--- src/rtl/aes_pkg.sv ---
// Shared AES MixColumns definitions: FSM states, field constants and column helpers.
package aes_pkg;

  localparam int BYTE_W   = 8;
  localparam int COL_W    = 32;
  localparam int NUM_COLS = 4;
  localparam int STATE_W  = 128;

  localparam logic [BYTE_W-1:0] GF_POLY = 8'h1b;

  typedef enum logic [1:0] {
    IDLE = 2'd0,
    RUN  = 2'd1,
    DONE = 2'd2
  } state_e;

  function automatic logic [BYTE_W-1:0] xtime(input logic [BYTE_W-1:0] x);
    return {x[BYTE_W-2:0], 1'b0} ^ (x[BYTE_W-1] ? GF_POLY : 8'h00);
  endfunction

  // Column 0 sits in the most significant 32 bits, matching the byte-0-first layout.
  function automatic logic [COL_W-1:0] getColumn(input logic [STATE_W-1:0] st,
                                                 input logic [1:0] idx);
    logic [STATE_W-1:0] shifted;
    shifted = st << {idx, 5'b0};
    return shifted[STATE_W-1 -: COL_W];
  endfunction

  function automatic logic [STATE_W-1:0] putColumn(input logic [STATE_W-1:0] st,
                                                   input logic [1:0] idx,
                                                   input logic [COL_W-1:0] col);
    logic [STATE_W-1:0] mask;
    logic [STATE_W-1:0] placed;
    mask   = {{COL_W{1'b1}}, {(STATE_W-COL_W){1'b0}}} >> {idx, 5'b0};
    placed = {col, {(STATE_W-COL_W){1'b0}}} >> {idx, 5'b0};
    return (st & ~mask) | placed;
  endfunction

endpackage

--- src/rtl/mix_column_unit.sv ---
// Forward MixColumns on a single 32-bit column; byte a0 is the most significant byte.
module mix_column_unit
  import aes_pkg::*;
(
  input  logic [COL_W-1:0] i_col,
  output logic [COL_W-1:0] o_col
);

  logic [BYTE_W-1:0] w_a0, w_a1, w_a2, w_a3;
  logic [BYTE_W-1:0] w_x0, w_x1, w_x2, w_x3;

  assign {w_a0, w_a1, w_a2, w_a3} = i_col;

  assign w_x0 = xtime(w_a0);
  assign w_x1 = xtime(w_a1);
  assign w_x2 = xtime(w_a2);
  assign w_x3 = xtime(w_a3);

  // 3x is folded in as 2x ^ x on the neighbouring byte.
  assign o_col = {
    w_x0 ^ (w_x1 ^ w_a1) ^ w_a2 ^ w_a3,
    w_a0 ^ w_x1 ^ (w_x2 ^ w_a2) ^ w_a3,
    w_a0 ^ w_a1 ^ w_x2 ^ (w_x3 ^ w_a3),
    (w_x0 ^ w_a0) ^ w_a1 ^ w_a2 ^ w_x3
  };

endmodule

--- src/rtl/mix_columns_seq.sv ---
// Sequential AES MixColumns: captures a state, transforms COLS_PER_CYCLE columns per
// RUN cycle, then publishes the whole result at once with a one-cycle done_o pulse.
module mix_columns_seq
  import aes_pkg::*;
#(
  parameter int COLS_PER_CYCLE = 1
) (
  input  logic               clk,
  input  logic               rst_n,
  input  logic               start_i,
  input  logic [STATE_W-1:0] state_i,
  output logic               ready_o,
  output logic               done_o,
  output logic [STATE_W-1:0] state_o
);

  localparam logic [1:0] STEP     = 2'(COLS_PER_CYCLE);
  localparam logic [1:0] LAST_COL = 2'(NUM_COLS - COLS_PER_CYCLE);

  state_e             r_state;
  logic [1:0]         r_colCnt;
  logic [STATE_W-1:0] r_in;
  logic [STATE_W-1:0] r_result;
  logic [STATE_W-1:0] r_stateOut;
  logic               r_done;

  logic [1:0]         w_colIdx [COLS_PER_CYCLE];
  logic [COL_W-1:0]   w_colIn  [COLS_PER_CYCLE];
  logic [COL_W-1:0]   w_colOut [COLS_PER_CYCLE];
  logic [STATE_W-1:0] w_nextResult;

  for (genvar g = 0; g < COLS_PER_CYCLE; g++) begin : g_unit
    assign w_colIdx[g] = r_colCnt + 2'(g);
    assign w_colIn[g]  = getColumn(r_in, w_colIdx[g]);

    mix_column_unit u_unit (
      .i_col(w_colIn[g]),
      .o_col(w_colOut[g])
    );
  end

  always_comb begin
    w_nextResult = r_result;
    for (int g = 0; g < COLS_PER_CYCLE; g++) begin
      w_nextResult = putColumn(w_nextResult, w_colIdx[g], w_colOut[g]);
    end
  end

  // The counter wraps naturally in 2 bits; with four columns per cycle STEP is 0.
  always_ff @(posedge clk or negedge rst_n) begin
    if (!rst_n) begin
      r_state    <= IDLE;
      r_colCnt   <= 2'd0;
      r_in       <= '0;
      r_result   <= '0;
      r_stateOut <= '0;
      r_done     <= 1'b0;
    end else begin
      r_done <= 1'b0;
      case (r_state)
        IDLE: begin
          if (start_i) begin
            r_in     <= state_i;
            r_colCnt <= 2'd0;
            r_state  <= RUN;
          end
        end
        RUN: begin
          r_result <= w_nextResult;
          r_colCnt <= r_colCnt + STEP;
          if (r_colCnt == LAST_COL) begin
            r_state <= DONE;
          end
        end
        DONE: begin
          r_done     <= 1'b1;
          r_stateOut <= r_result;
          r_state    <= IDLE;
        end
        default: r_state <= IDLE;
      endcase
    end
  end

  assign ready_o = (r_state == IDLE);
  assign done_o  = r_done;
  assign state_o = r_stateOut;

endmodule
--- config.mk ---
export PLATFORM = sky130hd
export DESIGN_NAME = mix_columns_seq
export DESIGN_NICKNAME = d
export VERILOG_FILES = /design/src/rtl/aes_pkg.sv /design/src/rtl/mix_column_unit.sv /design/src/rtl/mix_columns_seq.sv
export SDC_FILE = /design/constraint.sdc
export NUM_CORES = 1
export LEC_CHECK = 0
export BUFFER_PORTS_ARGS = -buffer_cell sky130_fd_sc_hd__buf_2
export CAP_MARGIN = 5
export CELL_PAD_IN_SITES_DETAIL_PLACEMENT = 1
export CELL_PAD_IN_SITES_GLOBAL_PLACEMENT = 2
export CORE_MARGIN = 5
export CORE_UTILIZATION = 41
export CTS_BUF_LIST = sky130_fd_sc_hd__clkbuf_16
export CTS_CLUSTER_SIZE = 24
export DETAILED_ROUTE_END_ITERATION = 12
export PLACE_DENSITY_LB_ADDON = 0.2
export SYNTH_ARGS = -nofsm -noshare
export SYNTH_HDL_FRONTEND = slang
export SYNTH_HIERARCHICAL = 1
export SYNTH_SLANG_ARGS = --single-unit
--- constraint.sdc ---
create_clock -name clk -period 3.35 [get_ports clk]
set_input_delay 0.1675 -clock clk [delete_from_list [all_inputs] [get_ports clk]]
set_output_delay 0.1675 -clock clk [all_outputs]
set_load 0.01 [all_outputs]
* Yosys cells after proc, flatten, opt, wreduce, memory -nomap -nowiden *
Index checks and enable logic that the tools add are counted.

word-level totals
  register bits = 389

operators by class
  add/sub/neg operators = 1
  equal/unequal tests = 5
  shifts and indexed selects = 3
  multiplexer cells = 10
  bitwise logic cells = 23
  reductions and logical operators = 5

operators with widths
  cell                       count
  $xor A8 B8 Y8              20
  $and A128 B128 Y128        1
  $not A128 Y128             1
  $or A128 B128 Y128         1
  $shl A128 B7 Y128          1
  $shr A128 B7 Y128          1
  $shr A128 B7 Y128 const A  1
  $mux W5                    4
  $pmux W2 S2                2
  $mux W2                    3
  $reduce_and A2 Y1          3
  $eq A2 B2 Y1 const B       2
  $ne A2 B2 Y1 const B       2
  $add A2 B1 Y2 const B      1
  $eq A2 B1 Y1 const B       1
  $logic_not A2 Y1           1
  $reduce_bool A2 Y1         1
  $mux W1                    1

* Longest topological paths before layout *
  word-level depth = 9
  depth in mapped cells = 7
  gate-level depth less buffers = 4

* Modules after synthesis *
The synthesis kept the hierarchy.

modules (own cells, without submodules)
  module           times used  cells an instance  area each (um2)
  mix_columns_seq  1           896                15094.5
  mix_column_unit  1           79                 1307.5

* Least setup slack after synthesis *
No wires, ideal clock.

  kind = register -> register
  start point = register r_colCnt[0]
  end point = register r_result[100]
  data arrival time = 2.434 ns
  required time = 3.229 ns
  setup slack = 0.795 ns
  cell stages (with the launch flop) = 7
  period minus slack after synthesis = 2.555 ns
  cells stage by stage = dfrtp_1 -> buf_4 -> buf_4 -> mux4_2 -> xnor2_2 -> xnor3_1 -> a22o_1

RTL lines
  item                      RTL line               text
  start: declaration        mix_columns_seq.sv:21  logic [1:0] r_colCnt;
  start signal: assignment  mix_columns_seq.sv:70  r_colCnt <= r_colCnt + STEP;
  end signal: assignment    mix_columns_seq.sv:69  r_result <= w_nextResult;
  end: declaration          mix_columns_seq.sv:23  logic [STATE_W-1:0] r_result;

==> key figures <==
Run status
  – Run status: finished clean

Timing
  – Actual slew at the worst max-slew pin: 0.878 ns
  – Setup TNS: 0 ns
  – Fmax: between 300 and 400 MHz
  – Skew final: roughly 0.017 ns
  – Rel. slew slack: around two fifths
  – RSZ-0062 raised after global routing: no
  – Fin. max-slew vios: 0
  – Final Cycle Share: approximately nine tenths
  – Hold WS: ~0.19 ns
  – Final Hold Viols: 0
  – Min Tclk post-route: between 2 and 3 ns
  – Finish-stage setup viols: 0

Yosys
  – Synth area leader: dfrtp_1
  – Asr flop ratio synth: 100%
  – Post-Syn Nets: about 1.1k
  – Netlist cell types: 28
  – Seq/Total Area, Yosys: 59.3%
  – Count leader, synth: dfrtp_1
  – Total of warnings raised by yosys: 6
  – Post-synth top cells: dfrtp_1, mux2_2, a22o_1
  – EDFF count, synth: 0
  – Synth Instances: 975
  – Synthesized area: between 15,000 and 20,000 µm²
  – Avg Inst Size Synth: 16.8 µm²
  – Synth Flop Type: dfrtp_1
  – Synth top area share: roughly 60%
  – Seq cells post-synth: ~390
  – Dominant cells by area after synthesis: dfrtp_1, mux2_2, a22o_1

CTS
  – Post-cts sizing count: 0
  – CTS root buffer: clkbuf_16
  – Clock sink total: ~400
  – Clock Latency Late Sink: about 0.55 ns
  – Worst-path clk slew: around 0.06 ns
  – Htree depth: 2
  – Deepest clock path buffer count: 3
  – CTS buffer count: 43
  – CTS tree: yes

Routing
  – Final ANT Viol Nets: 0
  – Drt first pass iters: 5
  – DRC viols: 0
  – Vias per std cell: ~5.3
  – Starting DRT DRC Count: 411
  – Drt total wl: roughly 48 mm
  – Drt wl/cell: around 25 µm
  – Via Count: 10.2k

Worst setup path
  – Critical path type: flip-flop to flip-flop
  – WP data arrival: around 3.4 ns
  – Worst-path fanout max: 15
  – CP endpoint kind: flip-flop
  – CP Data Required Time: roughly 3.8 ns
  – Startpoint types: flip-flop

Layout
  – Layout Utilization: between 50% and 60%
  – # fillers: around 3.8k
  – Fin nets: 1,504
  – Layout cells sized above 1: a little under half
  – Final instance area: 20,900 µm²
  – Area Overhead vs Synth: 27.5%

Die
  – Initial Util: between 40% and 50%
  – Io pins: about 260
  – Die H: around 210 µm
  – CORE AREA: a little under 40,000 µm²
  – Die W: between 200 and 250 µm
  – Area of the die: about 44,000 µm²
  – Row count: between 70 and 80

Global routing
  – Overall Global Routing Usage: between 20% and 30%
  – Initial antenna violation count: 2
  – First-pass GRT wire length: ~74 mm
  – Largest net degree at the start of global routing: between 90 and 100
  – Gr ovfl total: 0
  – Vias in the first global route: 11.5k

Worst hold path
  – Worst hold path class: input pin to async pin

Placement
  – Placement Cell Area: between 15,000 and 20,000 µm²
  – Count of input and output buffers: 260
  – Hpwl dp: around 32 mm
  – RePlAce Congestion: between 0.8 and 0.9

Run
  – Total of max-cap violations: 0
registers in the layout, summed over array words and instances, names as in the netlist:
name      flops
r_in        128
r_result    128
state_o     128
r_colCnt      2
r_state       2
done_o        1
cells by family (layout without fill, tap and decap cells):
family	Yosys count	count (layout)	synth area share (%)
flip-flops	389	389	59.3
multiplexers	289	289	22.0
AO/OA/AOI/OAI	131	131	6.96
XOR/XNOR	74	74	7.83
buffers and inverters	74	500	2.75
AND/OR/NAND/NOR	14	14	0.763
adder cells (fa/ha/maj)	4	4	0.305
other	0	2	0
through the flow:
stage               instances  setup WS (ns)
global placement         1719          0.399
CTS                      1926          0.330
detailed placement       1719          0.336
floorplan                 975          0.795
finish                   1928          0.372
global route             1928          0.248
layout by cell type (no fill, tap or decap), drive strengths merged, types with 4 or more instances in the layout:
cell,instances
mux4,32
xor3,9
xnor3,34
ha,4
dlygate4sd3,130
dfrtp,389
inv,22
mux2,257
buf,289
a22o,129
clkbuf,45
xor2,12
nand3b,4
clkinv,12
xnor2,19
area by class of cell:
type | count | area, µm² | share of cell area, %
diodes | 2 | 5.00 | 0.0239
clock buffers | 45 | 1130 | 5.38
clock inverters | 32 | 184 | 0.879
inverters | 4 | 15.0 | 0.0718
multi-input cells | 512 | 6260 | 29.9
flip-flops and latches | 389 | 9740 | 46.6
well taps | 525 | 657 | 3.14
repair buffers | 419 | 2930 | 14.0
worst max-delay path: stages, from the launching register on:
cell and delay, ns:
dfrtp_2 0.62, buf_12 0.24, mux4_2 0.68, xnor2_2 0.42, xnor3_1 0.62, a22o_1 0.25
layer usage:
layer | share of wire [%] | track usage, %
met5 | 0 | 0
met4 | 2.1 | 5.24
met3 | 5.1 | 3.90
met2 | 49 | 36.1
met1 | 44 | 29.9
timing repair:
action                    4_1_cts  5_1_grt
hold buffers                  130        0
buffers inserted                0        0
hold endpoints to repair      194        0
worst paths after layout:
check                                        start                  endpoint  slack [ns]  cells after the start
min in group clk                       state_i[39]      r_in[39]$_DFFE_PN0P_        0.39                      3
setup / recovery           r_colCnt[0]$_DFFE_PN0P_  r_result[43]$_DFFE_PN0N_        0.37                      5
hold reg to reg            state_o[29]$_DFFE_PN0P_   state_o[29]$_DFFE_PN0P_        0.50                      1
setup reg to reg           r_colCnt[0]$_DFFE_PN0P_  r_result[43]$_DFFE_PN0N_        0.37                      5
hold / removal                               rst_n          done_o$_DFF_PN0_        0.19                      2
max in group asynchronous                    rst_n  state_o[101]$_DFFE_PN0P_        2.18                      3
Power is not shown: default switching activity piles up to over one toggle a cycle in this logic, so the estimate is an artifact.
